[src/rtl/bp_be_pkg.sv]
// Shared types for the Sv39 backend page-table walker: FSM states, PTE, TLB entry, fault packet.
// Also provides the BP_BE_PTW_PKT_WIDTH macro that sizes the walker's fault packet port.
`ifndef BP_BE_PKG_SVH_
`define BP_BE_PKG_SVH_
`define BP_BE_PTW_PKT_WIDTH(vaddr_width_mp) (3 + (vaddr_width_mp))
`endif

package bp_be_pkg;

   localparam int sv39_vpn_width_lp  = 9;
   localparam int sv39_ppn_width_lp  = 44;
   localparam int page_offset_lp     = 12;

   typedef enum logic [2:0] {
      e_ptw_idle  = 3'd0,
      e_ptw_send  = 3'd1,
      e_ptw_wait  = 3'd2,
      e_ptw_done  = 3'd3,
      e_ptw_fault = 3'd4
   } bp_be_ptw_state_e;

   typedef struct packed {
      logic [9:0]  reserved;
      logic [43:0] ppn;
      logic [1:0]  rsw;
      logic        d;
      logic        a;
      logic        g;
      logic        u;
      logic        x;
      logic        w;
      logic        r;
      logic        v;
   } bp_sv39_pte_s;

   typedef struct packed {
      logic [43:0] ptag;
      logic [1:0]  size;
      logic        u;
      logic        g;
      logic        r;
      logic        w;
      logic        x;
   } bp_be_tlb_entry_s;

   typedef struct packed {
      logic        instr_page_fault_v;
      logic        load_page_fault_v;
      logic        store_page_fault_v;
      logic [38:0] vaddr;
   } bp_be_ptw_pkt_s;

   // Picks the 9-bit VPN slice that indexes the page table at the given level.
   function automatic logic [8:0] sv39_vpn(input logic [26:0] vpn, input logic [1:0] level);
      logic [8:0] slice;
      case (level)
         2'd0:    slice = vpn[8:0];
         2'd1:    slice = vpn[17:9];
         default: slice = vpn[26:18];
      endcase
      return slice;
   endfunction

endpackage

[src/rtl/bp_be_ptw_pte_check.sv]
// Combinational Sv39 PTE decode: leaf detection, invalid encodings and misaligned superpages.
module bp_be_ptw_pte_check
   import bp_be_pkg::*;
(
   input  logic [63:0] pte,
   input  logic [1:0]  level,
   input  logic        store,
   output logic        leaf,
   output logic        invalid,
   output logic        misaligned
);

   bp_sv39_pte_s pte_s;
   logic         unused_s;

   assign pte_s    = pte;
   assign unused_s = ^{pte_s.reserved, pte_s.ppn[43:18], pte_s.rsw, pte_s.g, pte_s.u};

   // A leaf superpage must have the PPN fields below its level cleared.
   always_comb begin
      leaf    = pte_s.r | pte_s.x;
      invalid = ~pte_s.v | (~pte_s.r & pte_s.w) | ~pte_s.a | (store & ~pte_s.d);
      case (level)
         2'd2:    misaligned = leaf & (pte_s.ppn[17:0] != 18'd0);
         2'd1:    misaligned = leaf & (pte_s.ppn[8:0] != 9'd0);
         default: misaligned = 1'b0;
      endcase
   end

endmodule

[src/rtl/bp_be_ptw.sv]
// Sv39 hardware page-table walker: one PTE load per level, TLB fill or page-fault packet.
// Define BP_BE_PTW_SUPERPAGE_EN to allow 1GB/2MB leaves; otherwise any leaf above level 0 faults.
module bp_be_ptw
   import bp_be_pkg::*;
#(
   parameter int vaddr_width_p = 39,
   parameter int paddr_width_p = 56
)(
   input  logic                                         clk_i,
   input  logic                                         reset_n_i,
   input  logic                                         miss_v_i,
   output logic                                         miss_ready_o,
   input  logic [vaddr_width_p-1:0]                     miss_vaddr_i,
   input  logic                                         miss_instr_i,
   input  logic                                         miss_store_i,
   input  logic [43:0]                                  satp_ppn_i,
   input  logic                                         flush_i,
   output logic                                         busy_o,
   output logic                                         mem_req_v_o,
   input  logic                                         mem_req_ready_i,
   output logic [paddr_width_p-1:0]                     mem_req_paddr_o,
   input  logic                                         mem_rsp_v_i,
   input  logic [63:0]                                  mem_rsp_data_i,
   output logic                                         tlb_w_v_o,
   output logic [vaddr_width_p-13:0]                    tlb_w_vtag_o,
   output logic [paddr_width_p-6:0]                     tlb_w_entry_o,
   output logic [`BP_BE_PTW_PKT_WIDTH(vaddr_width_p)-1:0] ptw_pkt_o
);

   localparam int ptag_width_lp = paddr_width_p - 12;
   localparam int vtag_width_lp = vaddr_width_p - 12;
   localparam int pkt_width_lp  = `BP_BE_PTW_PKT_WIDTH(vaddr_width_p);

   bp_be_ptw_state_e          state_r;
   logic [vaddr_width_p-1:0]  vaddr_r;
   logic                      instr_r;
   logic                      store_r;
   logic [1:0]                level_r;
   logic [1:0]                drop_cnt_r;
   logic                      miss_ready_r;
   logic                      busy_r;
   logic                      mem_req_v_r;
   logic [paddr_width_p-1:0]  mem_req_paddr_r;
   logic                      tlb_w_v_r;
   logic [vtag_width_lp-1:0]  tlb_w_vtag_r;
   logic [paddr_width_p-6:0]  tlb_w_entry_r;
   logic [pkt_width_lp-1:0]   ptw_pkt_r;

   bp_sv39_pte_s              rsp_pte_s;
   logic                      leaf_s;
   logic                      invalid_s;
   logic                      misaligned_s;
   logic                      superpage_fault_s;
   logic [1:0]                fill_size_s;
   logic                      accept_s;
   logic                      fire_s;
   logic                      rsp_s;
   logic                      drop_hit_s;
   logic                      own_out_s;
   logic [1:0]                drop_next_s;
   logic [1:0]                next_level_s;
   logic [ptag_width_lp-1:0]  next_ppn_s;
   logic [paddr_width_p-1:0]  accept_paddr_s;
   logic [paddr_width_p-1:0]  descend_paddr_s;
   logic [pkt_width_lp-1:0]   fault_pkt_s;
   logic                      unused_s;

   assign rsp_pte_s = mem_rsp_data_i;
   assign unused_s  = ^{rsp_pte_s.reserved, rsp_pte_s.rsw, rsp_pte_s.d, rsp_pte_s.a, rsp_pte_s.v};

   bp_be_ptw_pte_check pte_check (
      .pte        (mem_rsp_data_i),
      .level      (level_r),
      .store      (store_r),
      .leaf       (leaf_s),
      .invalid    (invalid_s),
      .misaligned (misaligned_s)
   );

`ifdef BP_BE_PTW_SUPERPAGE_EN
   assign superpage_fault_s = misaligned_s;
   assign fill_size_s       = level_r;
`else
   logic unused_misaligned_s;
   assign unused_misaligned_s = misaligned_s;
   assign superpage_fault_s   = leaf_s & (level_r != 2'd0);
   assign fill_size_s         = 2'd0;
`endif

   assign accept_s        = miss_v_i & miss_ready_r & ~flush_i;
   assign fire_s          = mem_req_v_r & mem_req_ready_i;
   assign drop_hit_s      = mem_rsp_v_i & (drop_cnt_r != 2'd0);
   assign rsp_s           = (state_r == e_ptw_wait) & mem_rsp_v_i & (drop_cnt_r == 2'd0);
   assign own_out_s       = ((state_r == e_ptw_wait) & ~rsp_s) | ((state_r == e_ptw_send) & fire_s);
   assign next_level_s    = level_r - 2'd1;
   assign next_ppn_s      = rsp_pte_s.ppn[ptag_width_lp-1:0];
   assign accept_paddr_s  = {satp_ppn_i[ptag_width_lp-1:0], sv39_vpn(miss_vaddr_i[38:12], 2'd2), 3'b000};
   assign descend_paddr_s = {next_ppn_s, sv39_vpn(vaddr_r[38:12], next_level_s), 3'b000};
   assign fault_pkt_s     = {instr_r, ~instr_r & ~store_r, ~instr_r & store_r, vaddr_r};

   // Responses still owed to aborted walks; each one that arrives is swallowed.
   always_comb begin
      drop_next_s = drop_cnt_r;
      if (drop_hit_s) begin
         drop_next_s = drop_next_s - 2'd1;
      end else begin
         drop_next_s = drop_next_s;
      end
      if (flush_i & own_out_s & (drop_next_s != 2'd3)) begin
         drop_next_s = drop_next_s + 2'd1;
      end else begin
         drop_next_s = drop_next_s;
      end
   end

   // Walker FSM with all outputs registered; fill and fault are single-cycle pulses.
   always_ff @(posedge clk_i) begin
      if (!reset_n_i) begin
         state_r         <= e_ptw_idle;
         vaddr_r         <= {vaddr_width_p{1'b0}};
         instr_r         <= 1'b0;
         store_r         <= 1'b0;
         level_r         <= 2'd0;
         drop_cnt_r      <= 2'd0;
         miss_ready_r    <= 1'b1;
         busy_r          <= 1'b0;
         mem_req_v_r     <= 1'b0;
         mem_req_paddr_r <= {paddr_width_p{1'b0}};
         tlb_w_v_r       <= 1'b0;
         tlb_w_vtag_r    <= {vtag_width_lp{1'b0}};
         tlb_w_entry_r   <= {(paddr_width_p-5){1'b0}};
         ptw_pkt_r       <= {pkt_width_lp{1'b0}};
      end else begin
         tlb_w_v_r  <= 1'b0;
         ptw_pkt_r  <= {pkt_width_lp{1'b0}};
         drop_cnt_r <= drop_next_s;
         if (flush_i) begin
            state_r      <= e_ptw_idle;
            miss_ready_r <= 1'b1;
            busy_r       <= 1'b0;
            mem_req_v_r  <= 1'b0;
         end else begin
            case (state_r)
               e_ptw_idle: begin
                  if (accept_s) begin
                     vaddr_r         <= miss_vaddr_i;
                     instr_r         <= miss_instr_i;
                     store_r         <= miss_store_i & ~miss_instr_i;
                     level_r         <= 2'd2;
                     mem_req_paddr_r <= accept_paddr_s;
                     mem_req_v_r     <= 1'b1;
                     miss_ready_r    <= 1'b0;
                     busy_r          <= 1'b1;
                     state_r         <= e_ptw_send;
                  end else begin
                     state_r <= e_ptw_idle;
                  end
               end
               e_ptw_send: begin
                  if (fire_s) begin
                     mem_req_v_r <= 1'b0;
                     state_r     <= e_ptw_wait;
                  end else begin
                     state_r <= e_ptw_send;
                  end
               end
               e_ptw_wait: begin
                  if (!rsp_s) begin
                     state_r <= e_ptw_wait;
                  end else if (invalid_s | superpage_fault_s | (~leaf_s & (level_r == 2'd0))) begin
                     ptw_pkt_r <= fault_pkt_s;
                     state_r   <= e_ptw_fault;
                  end else if (!leaf_s) begin
                     level_r         <= next_level_s;
                     mem_req_paddr_r <= descend_paddr_s;
                     mem_req_v_r     <= 1'b1;
                     state_r         <= e_ptw_send;
                  end else begin
                     tlb_w_v_r     <= 1'b1;
                     tlb_w_vtag_r  <= vaddr_r[vaddr_width_p-1:12];
                     tlb_w_entry_r <= {next_ppn_s, fill_size_s, rsp_pte_s.u, rsp_pte_s.g,
                                       rsp_pte_s.r, rsp_pte_s.w, rsp_pte_s.x};
                     state_r       <= e_ptw_done;
                  end
               end
               e_ptw_done, e_ptw_fault: begin
                  miss_ready_r <= 1'b1;
                  busy_r       <= 1'b0;
                  state_r      <= e_ptw_idle;
               end
               default: begin
                  miss_ready_r <= 1'b1;
                  busy_r       <= 1'b0;
                  mem_req_v_r  <= 1'b0;
                  state_r      <= e_ptw_idle;
               end
            endcase
         end
      end
   end

   assign miss_ready_o    = miss_ready_r;
   assign busy_o          = busy_r;
   assign mem_req_v_o     = mem_req_v_r;
   assign mem_req_paddr_o = mem_req_paddr_r;
   assign tlb_w_v_o       = tlb_w_v_r;
   assign tlb_w_vtag_o    = tlb_w_vtag_r;
   assign tlb_w_entry_o   = tlb_w_entry_r;
   assign ptw_pkt_o       = ptw_pkt_r;

endmodule

[config.mk]
export PLATFORM = sky130hd
export DESIGN_NAME = bp_be_ptw
export DESIGN_NICKNAME = d
export VERILOG_FILES = /design/src/rtl/bp_be_pkg.sv /design/src/rtl/bp_be_ptw_pte_check.sv /design/src/rtl/bp_be_ptw.sv
export SDC_FILE = /design/constraint.sdc
export NUM_CORES = 1
export LEC_CHECK = 0
export CAP_MARGIN = 15
export CORE_MARGIN = 3
export CORE_UTILIZATION = 30
export DETAILED_ROUTE_END_ITERATION = 6
export DONT_BUFFER_PORTS = 1
export PLACE_DENSITY = 0.54
export SLEW_MARGIN = 30
export SYNTH_ARGS = -nofsm -noshare
export SYNTH_HDL_FRONTEND = slang
export SYNTH_SLANG_ARGS = --single-unit
[constraint.sdc]
create_clock -name clk_i -period 2.53 [get_ports clk_i]
set_clock_uncertainty 0.2 [all_clocks]
set_input_delay 0.506 -clock clk_i [delete_from_list [all_inputs] [get_ports clk_i]]
set_output_delay 0.506 -clock clk_i [all_outputs]
set_load 0.03 [all_outputs]
==> flow_metrics.env, run 1 <==
export IMPL_dr_total_vias=7825
export IMPL_cts_setup_buffers=0
export IMPL_die_w_um=181
export IMPL_fin_setup_tns_ns=0
export IMPL_met2_usage_pct=29.3
export IMPL_maxSlewHeadroom_pct=62.7
export IMPL_syn_avg_cell_area_um2=9.09
export IMPL_gp_congestion=0.771
export IMPL_max_stage_delay_ns=0.55
export IMPL_path_clk_slew_ns=0.06
export IMPL_drt_iter0_drc=319
export IMPL_multiInputGateArea_mm2=0.00433
export IMPL_final_cell_mix="nand2_1, dlygate4sd3_1, dfxtp_1"
export IMPL_finalSetupViolations=0
export IMPL_cts_tree="built"
export IMPL_worstSetupEndpointType="flop"
export IMPL_htreeDepth=1
export IMPL_viasPerCell=4.83
export IMPL_peakVddDrop_uv=465
export IMPL_wl_per_cell_um=18.4
export IMPL_grt_use_total_pct=17.5
export IMPL_p_per_area_mw_per_mm2=623
export IMPL_numCtsBuffers=26
export IMPL_routed_wl_um=29800
export IMPL_grt_use_met1_pct=20.5
export IMPL_period_needed_ns=2.40
export IMPL_required_ns=2.74
export IMPL_num_io_pins=335
export IMPL_drive_gt1_share_pct=9.83
export IMPL_fillers=2855
export IMPL_grt_pass1_vias=8025
export IMPL_worstMarginPinSlew_ns=0.555
export IMPL_initial_core_util_pct=30.6
export IMPL_drt_first_pass_iters=6
export IMPL_ys_ff_latch=223
export IMPL_dpl_worst_slack_ns=0.0508
export IMPL_grt_pass1_wl_um=46500
export IMPL_worstPathArrival_ns=2.61
export IMPL_cp_max_fo=40
export IMPL_grt_max_degree=144
export IMPL_rows=63
export IMPL_postRouteAntennaNets=0
export IMPL_drcViolationCount=0
export IMPL_layout_commonest_cell="nand2_1"
export IMPL_yosysSeqAreaShare_pct=48.8
export IMPL_crit_path_start_kind="flop"
export IMPL_area_delta_synth_final_pct=38.7
export IMPL_antennaDiodeCount=0
export IMPL_critPathKind="flop to flop"
export IMPL_use_met3_pct=7.43
export IMPL_synth_area_mm2=0.00916
export IMPL_coreArea_mm2=0.0299
export IMPL_die_area_mm2=0.0326
export IMPL_cpLargestDelayFamily="buffers and inverters"
export IMPL_die_y_um=181
export IMPL_hold_class="input port to flop"
export IMPL_clock_latency_ns=0.53
export IMPL_path_buf_inv=2
export IMPL_syn_inst=1007
export IMPL_max_freq_ghz=0.416
export IMPL_outcome="finished clean"
export IMPL_cts_sinks=223
export IMPL_cp_slowest_cell="dlygate4sd3_1"
export IMPL_dp_hpwl_um=18000
export IMPL_root_buffer="clkbuf_16"
export IMPL_yosysUniqueCellTypes=41
export IMPL_drv_cap=0
export IMPL_antenna_found_initial=0
export IMPL_slew_violations=0
export IMPL_io_buffers=0
export IMPL_cts_buffer_depth=3
export IMPL_final_nets=1373
export IMPL_yosys_warnings=0
export IMPL_power_leakage_nw=4.64
export IMPL_fin_crit_sh_pct=95.0
export IMPL_seq_area_mm2=0.00447
export IMPL_hold_viol=0
export IMPL_overflow=0
export IMPL_grt_most_used_layer="met2"
export IMPL_fin_ws_ns=0.126
export IMPL_crit_chain="or3b_4, buf_12, mux2_2, nand2_1, dlygate4sd3_1, mux2i_1"
export IMPL_rsz0062_at_grt="false"
[repair_timing]
action | CTS | global route
gates resized for setup | 0 | 5
endpoints found under the hold margin | 172 | 0
setup endpoints to repair | 0 | 85
hold buffers | 229 | 0
[layout make-up]
| class | count | area share, % |
|---|---|---|
| Timing Repair Buffer | 253 | 20.5 |
| Multi-Input combinational cell | 703 | 34.1 |
| Clock buffer | 38 | 5.88 |
| Inverter | 6 | 0.177 |
| Tap cell | 390 | 3.84 |
| Sequential cell | 223 | 35.2 |
| Clock inverter | 8 | 0.345 |
[stage by stage]
stage / std cells / area, um^2 / hold slack [ns] / total power, mW / util [%]
floorplan: 1011 / 9170 / 0.226 / 4.17 / -
global placement: 1346 / 9590 / 0.233 / 4.22 / 32.1
detailed placement: 1346 / 9590 / 0.242 / 4.23 / 32.1
CTS: 1621 / 12700 / 0.00278 / 8.03 / 42.5
global route: 1621 / 12700 / 0.0133 / 8.23 / 42.5
finish: 1621 / 12700 / 0.0331 / 7.91 / 42.5
[where the power goes]
group	total [mW]	internal, mW	switching (mW)
logic	0.642	0.344	0.298
clock network	3.51	2.04	1.47
registers	3.76	3.60	0.160
[sequential cells by signal (all words and copies together) (netlist names), 2 cells and up]
register	count
level_r	2
vaddr_r	39
mem_req_paddr_o	53
tlb_w_vtag_o	27
state_r	3
drop_cnt_r	2
tlb_w_entry_o	49
ptw_pkt_o	42
[Yosys cell counts]
cell       instances  area share (%)
nand2_1          337              14
dfxtp_1          223              49
mux2i_1          131              14
and2_1            49             3.3
clkbuf_1          46             1.9
mux2_2            44             5.4
a21oi_1           43             2.4
a211oi_1          11            0.90
nor2_1            11            0.45
o21ai_0           11            0.60
a22oi_1           10            0.82
buf_1              9            0.37
buf_6              9             1.1
buf_2              8            0.44
buf_4              7            0.57
ha_1               5            0.68
inv_1              5            0.21
nor3_1             5            0.27
nand2b_1           4            0.27
nand3_1            4            0.22
nor2b_1            3            0.21
nor4_2             3            0.41
and3b_1            2            0.19
nand3b_1           2            0.16
nor3b_1            2            0.16
nor4_1             2            0.14
o22a_1             2            0.19
o22ai_1            2            0.14
o311ai_0           2            0.19
o41ai_1            2            0.19
or2_2              2            0.14
or3_1              2            0.14
a2111oi_4          1            0.30
a21boi_0           1           0.082
and3_1             1           0.068
clkinv_1           1           0.041
conb_1             1           0.041
o2111a_1           1            0.12
or3b_1             1           0.096
or4_1              1           0.082
xnor2_1            1           0.096
[cells by family after synthesis]
group / synth area share (%)
multiplexers: 19.7
flip-flops: 48.8
other: 0.0410
adder cells (fa/ha/maj): 0.683
AND/OR/NAND/NOR: 20.2
XOR/XNOR: 0.0957
AO/OA/AOI/OAI: 5.89
buffers and inverters: 4.62
[metal layers]
layer / vias to the layer above / part of all wire (%)
li1: 3738 / -
met1: 3722 / 39
met2: 315 / 46
met3: 50 / 12
met4: 0 / 2.6
met5: - / 0
[worst min-delay path: stages]
cell and delay, ns:
nand3_1 0.05, nand3_1 0.07, a21boi_0 0.07
[worst paths after layout]
check	slack (ns)	start	end	depth (start not counted)
setup / recovery	0.13	state_r[2]	mem_req_paddr_o[38]	6
hold / removal	0.03	mem_req_ready_i	state_r[0]	3
setup reg to reg	0.13	state_r[2]	mem_req_paddr_o[38]	6
hold reg to reg	0.25	vaddr_r[8]	vaddr_r[8]	2
(Power assumes the default switching activity.)
==> run 2: changes to the inputs <==
- CORE_AREA: default -> 3 3 129 131
- CORE_MARGIN: 3 -> default
- CORE_UTILIZATION: 30 -> default
- DIE_AREA: default -> 0 0 132 134
- PLACE_DENSITY: 0.54 -> 0.84
- clock period: 2.53 -> 2.4 ns (I/O delays scaled with it)
==> run 2 against run 1 <==
Compared with the run above: design area down 1.8%; fmax up 1.4%; global-route usage up 19 points; core utilization up 37 points; routed wire length up 12%; critical path type unchanged; largest power group unchanged; highest routed layer unchanged.
==> flow_metrics.env, run 2 (synthesis results as in run 1) <==
export IMPL_die_y_um=134
export IMPL_htreeDepth=1
export IMPL_grt_pass1_vias=8946
export IMPL_slew_violations=0
export IMPL_critPathKind="flop to flop"
export IMPL_drcViolationCount=0
export IMPL_drv_cap=0
export IMPL_grt_max_degree=155
export IMPL_worstSetupEndpointType="flop"
export IMPL_outcome="finished clean"
export IMPL_drive_gt1_share_pct=9.70
export IMPL_cts_buffer_depth=3
export IMPL_grt_use_total_pct=36.2
export IMPL_crit_start="level_r[0]"
export IMPL_io_buffers=0
export IMPL_final_nets=1375
export IMPL_worstRegToRegCells=7
export IMPL_finalSetupViolations=0
export IMPL_grt_pass1_wl_um=51000
export IMPL_p_per_area_mw_per_mm2=645
export IMPL_dr_total_vias=8528
export IMPL_utilization_pct=79.4
export IMPL_overflow=0
export IMPL_cp_max_fo=35
export IMPL_die_area_mm2=0.0177
export IMPL_required_ns=2.60
export IMPL_coreArea_mm2=0.0157
export IMPL_wl_per_cell_um=23.1
export IMPL_initial_core_util_pct=58.3
export IMPL_reg2reg_slack_ns=0.03
export IMPL_die_w_um=132
export IMPL_clock_latency_ns=0.50
export IMPL_fin_setup_tns_ns=0
export IMPL_root_buffer="clkbuf_16"
export IMPL_numCtsBuffers=23
export IMPL_drt_iter0_drc=707
export IMPL_fin_crit_sh_pct=98.8
export IMPL_holdCritStartpoint="flush_i"
export IMPL_period_needed_ns=2.37
export IMPL_hold_viol=0
export IMPL_maxSlewHeadroom_pct=35.4
export IMPL_max_freq_ghz=0.422
export IMPL_r2r_end="mem_req_paddr_o[13]"
export IMPL_dp_hpwl_um=16000
export IMPL_rows=46
export IMPL_path_clk_slew_ns=0.06
export IMPL_area_delta_synth_final_pct=36.2
export IMPL_hold_class="input port to flop"
export IMPL_crit_path_start_kind="flop"
export IMPL_viasPerCell=5.91
export IMPL_peakVddDrop_uv=600
export IMPL_routed_wl_um=33300
export IMPL_largest_reg_flops=53
export IMPL_cts_tree="built"
export IMPL_power_leakage_nw=4.57
export IMPL_worstPathArrival_ns=2.57
export IMPL_postRouteAntennaNets=0
export IMPL_antenna_found_initial=0
export IMPL_drt_first_pass_iters=5
export IMPL_cts_sinks=223
export IMPL_gp_congestion=0.805
export IMPL_rsz0062_at_grt="false"
export IMPL_timing_rr_start="level_r[0]"
export IMPL_hold_path_depth=2
export IMPL_final_cell_mix="nand2_1, dlygate4sd3_1, dfxtp_1"
export IMPL_num_io_pins=335
export IMPL_layout_commonest_cell="nand2_1"
export IMPL_worstMarginPinSlew_ns=0.965
export IMPL_min_to="drop_cnt_r[0]"
run 2: power by group:
| part | total, mW | internal [mW] | leakage (nW) | switching, mW |
|---|---|---|---|---|
| combinational | 0.705 | 0.356 | 2.43 | 0.349 |
| clock | 3.38 | 1.91 | 0.340 | 1.47 |
| sequential | 3.96 | 3.79 | 1.81 | 0.174 |
run 2: stage by stage:
stage | hold WS, ns | setup WS (ns) | cells | area [um^2] | power [mW]
5_1_grt | 0.0356 | 0.00564 | 1443 | 12500 | 8.25
6_report | 0.0304 | 0.0297 | 1444 | 12500 | 8.05
2_1_floorplan | 0.226 | 0.101 | 1011 | 9170 | 4.40
3_5_place_dp | 0.242 | -0.0121 | 1170 | 9370 | 4.44
3_3_place_gp | 0.235 | 0.0475 | 1170 | 9370 | 4.42
4_1_cts | 0.000706 | 0.0258 | 1441 | 12400 | 7.96
run 2: layer usage:
metal / GRT usage, % / up-vias / routed length [um]
met5: 0 / - / 0
met4: 21.2 / 0 / 2100
met3: 11.8 / 159 / 3440
met2: 63.4 / 585 / 16500
met1: 38.2 / 4064 / 11300
li1: - / 3720 / -
run 2: critical path, cell delays in order (launching register included):
cell and delay (ns):
dfxtp_2 0.34, inv_2 0.05, ha_2 0.19, or3_4 0.34
a2111oi_4 0.48, o22ai_4 0.15, buf_12 0.21, mux2i_2 0.27
run 2: timing repair:
| item | in CTS | in global routing |
|---|---|---|
| hold buffers | 234 | 0 |
| endpoints found under the hold margin | 169 | 0 |
| setup buffers | 0 | 2 |
| setup endpoints to repair | 36 | 55 |
| resized for setup | 0 | 10 |
| pin swaps | 1 | 1 |
run 2: cell type report:
| cell class | instances | area (um^2) |
|---|---|---|
| antenna | 1 | 2.50 |
| clock buffer | 32 | 659 |
| clock inverter | 5 | 35.0 |
| fill | 863 | 3240 |
| inverter | 6 | 22.5 |
| multi-input combinational | 703 | 4350 |
| sequential | 223 | 4470 |
| tap | 216 | 270 |
| timing repair buffer | 258 | 2670 |
run 2: worst max path at each step:
| stage | endpoint | slack, ns | cells past startpoint |
|---|---|---|---|
| 6_report | mem_req_paddr_o[13] | 0.03 | 7 |
| 5_1_grt | ptw_pkt_o[23] | 0.006 | 8 |
| 4_1_cts | ptw_pkt_o[7] | 0.03 | 8 |
| 3_5_place_dp | ptw_pkt_o[34] | -0.01 | 8 |
| 3_3_place_gp | tlb_w_vtag_o[16] | 0.05 | 5 |
| 2_1_floorplan | mem_req_paddr_o[10] | 0.10 | 8 |
==> run 3: changes to the inputs <==
--- a/config.mk
+++ b/config.mk
@@ -11,4 +11,5 @@
 export DIE_AREA = 0 0 132 134
 export DONT_BUFFER_PORTS = 1
+export GPL_ROUTABILITY_DRIVEN = 0
 export PLACE_DENSITY = 0.84
 export SLEW_MARGIN = 30
--- a/constraint.sdc
+++ b/constraint.sdc
@@ -3,3 +3,3 @@
 set_input_delay 0.48 -clock clk_i [delete_from_list [all_inputs] [get_ports clk_i]]
 set_output_delay 0.48 -clock clk_i [all_outputs]
-set_load 0.03 [all_outputs]
+set_load 0.05 [all_outputs]
==> run 3 against run 2 <==
Compared with the run above: routed wire length rose by 2.9%; clock power rose by 9.5%; critical path depth rose by 2; critical endpoint is now ptw_pkt_o[38].
==> flow_metrics.env, run 3 (synthesis results as in run 1) <==
export IMPL_placedCellCount=1171
export IMPL_required_ns=2.60
export IMPL_finalSetupViolations=0
export IMPL_critPathKind="flop to flop"
export IMPL_drv_cap=0
export IMPL_cp_max_fo=6
export IMPL_wl_per_cell_um=23.4
export IMPL_cts_sinks=223
export IMPL_final_cell_mix="nand2_1, dlygate4sd3_1, dfxtp_1"
export IMPL_worstSetupEndpointType="flop"
export IMPL_power_leakage_nw=4.73
export IMPL_outcome="finished clean"
export IMPL_maxSlewHeadroom_pct=33.1
export IMPL_grt_use_total_pct=36.3
export IMPL_routed_wl_um=34300
export IMPL_grt_pass1_vias=9052
export IMPL_fin_setup_tns_ns=0
export IMPL_grt_pass1_wl_um=51300
export IMPL_final_nets=1390
export IMPL_overflow=0
export IMPL_io_buffers=0
export IMPL_cts_buffer_depth=3
export IMPL_path_clk_slew_ns=0.07
export IMPL_drt_iter0_drc=752
export IMPL_hold_viol=0
export IMPL_timing_rr_start="level_r[1]"
export IMPL_coreArea_mm2=0.0157
export IMPL_num_io_pins=335
export IMPL_die_area_mm2=0.0177
export IMPL_utilization_pct=81.2
export IMPL_numCtsBuffers=23
export IMPL_layout_commonest_cell="nand2_1"
export IMPL_largest_reg_flops=53
export IMPL_max_freq_ghz=0.419
export IMPL_clock_latency_ns=0.51
export IMPL_initial_core_util_pct=58.3
export IMPL_dp_hpwl_um=16000
export IMPL_hold_class="input port to flop"
export IMPL_peakVddDrop_uv=760
export IMPL_area_delta_synth_final_pct=39.4
export IMPL_fin_cells=1465
export IMPL_drt_first_pass_iters=7
export IMPL_crit_path_start_kind="flop"
export IMPL_dr_total_vias=8685
export IMPL_die_w_um=132
export IMPL_postRouteAntennaNets=0
export IMPL_worstMarginPinSlew_ns=1.00
export IMPL_grt_max_degree=160
export IMPL_holdCritStartpoint="reset_n_i"
export IMPL_rows=46
export IMPL_antenna_found_initial=2
export IMPL_fin_crit_sh_pct=99.4
export IMPL_die_y_um=134
export IMPL_crit_start="level_r[1]"
export IMPL_period_needed_ns=2.39
export IMPL_cts_tree="built"
export IMPL_slew_violations=0
export IMPL_viasPerCell=5.93
export IMPL_htreeDepth=1
export IMPL_root_buffer="clkbuf_16"
export IMPL_worstPathArrival_ns=2.59
export IMPL_reg2reg_slack_ns=0.01
export IMPL_p_per_area_mw_per_mm2=664
export IMPL_drcViolationCount=0
export IMPL_drive_gt1_share_pct=10.9
## run 3: changes by cell type in the layout (fill, tap and decap cells not counted), sizes merged
cell         delta
dlygate4sd3     +7
inv             +1
clkbuf          +1
buf             +5
clkinv          +3
diode           +1
bufinv          +3
## run 3: worst paths after layout
check,endpoint,depth (start not counted)
hold reg to reg,vaddr_r[2],2
setup reg to reg,ptw_pkt_o[38],9
hold / removal,drop_cnt_r[0],3
setup / recovery,ptw_pkt_o[38],9
## run 3: per-layer routing
metal	wire (um)	GRT usage, %	vias up
met1	11500	38.4	4083
li1	-	-	3776
met2	16900	64.8	623
met5	0	0	-
met4	2510	20.9	0
met3	3390	10.4	203
## run 3: metrics by stage
step	power (mW)	worst slack (ns)	hold WS, ns	area (um^2)
2_1_floorplan	4.48	0.101	0.226	9170
3_3_place_gp	4.50	0.0460	0.236	9360
3_5_place_dp	4.52	0.0121	0.238	9360
4_1_cts	8.37	0.0346	0.00101	12600
5_1_grt	8.68	-0.0286	0.0577	12800
6_report	8.48	0.0134	0.0304	12800
## run 3: timing repair
item	in CTS	in global routing
gates resized for setup	0	20
hold endpoints to repair	170	0
hold buffers	241	0
buffers inserted	0	6
setup endpoints to repair	7	63
pin swaps	1	2
gates cloned	0	4
## run 3: where the power goes
part	leakage, nW	internal (mW)	switching [mW]	total [mW]
clock	0.384	2.19	1.51	3.70
combinational	2.54	0.380	0.365	0.746
sequential	1.81	3.79	0.248	4.04
## run 3: worst max-delay path: stages (launching register included)
cell       delay, ns
dfxtp_2         0.34
inv_2           0.06
ha_4            0.16
or3_4           0.34
a2111oi_4       0.43
buf_4           0.20
nor4_4          0.06
buf_4           0.18
buf_12          0.13
and2_1          0.17
## run 3: final cells by class
type                    instances  area (um^2)
flip-flops and latches        223         4470
multi-input cells             703         4380
fillers                       801         2950
repair buffers                273         2850
clock buffers                  30          632
well taps                     216          270
clock inverters                12          141
inverters                       6         22.5
diodes                          2         5.00
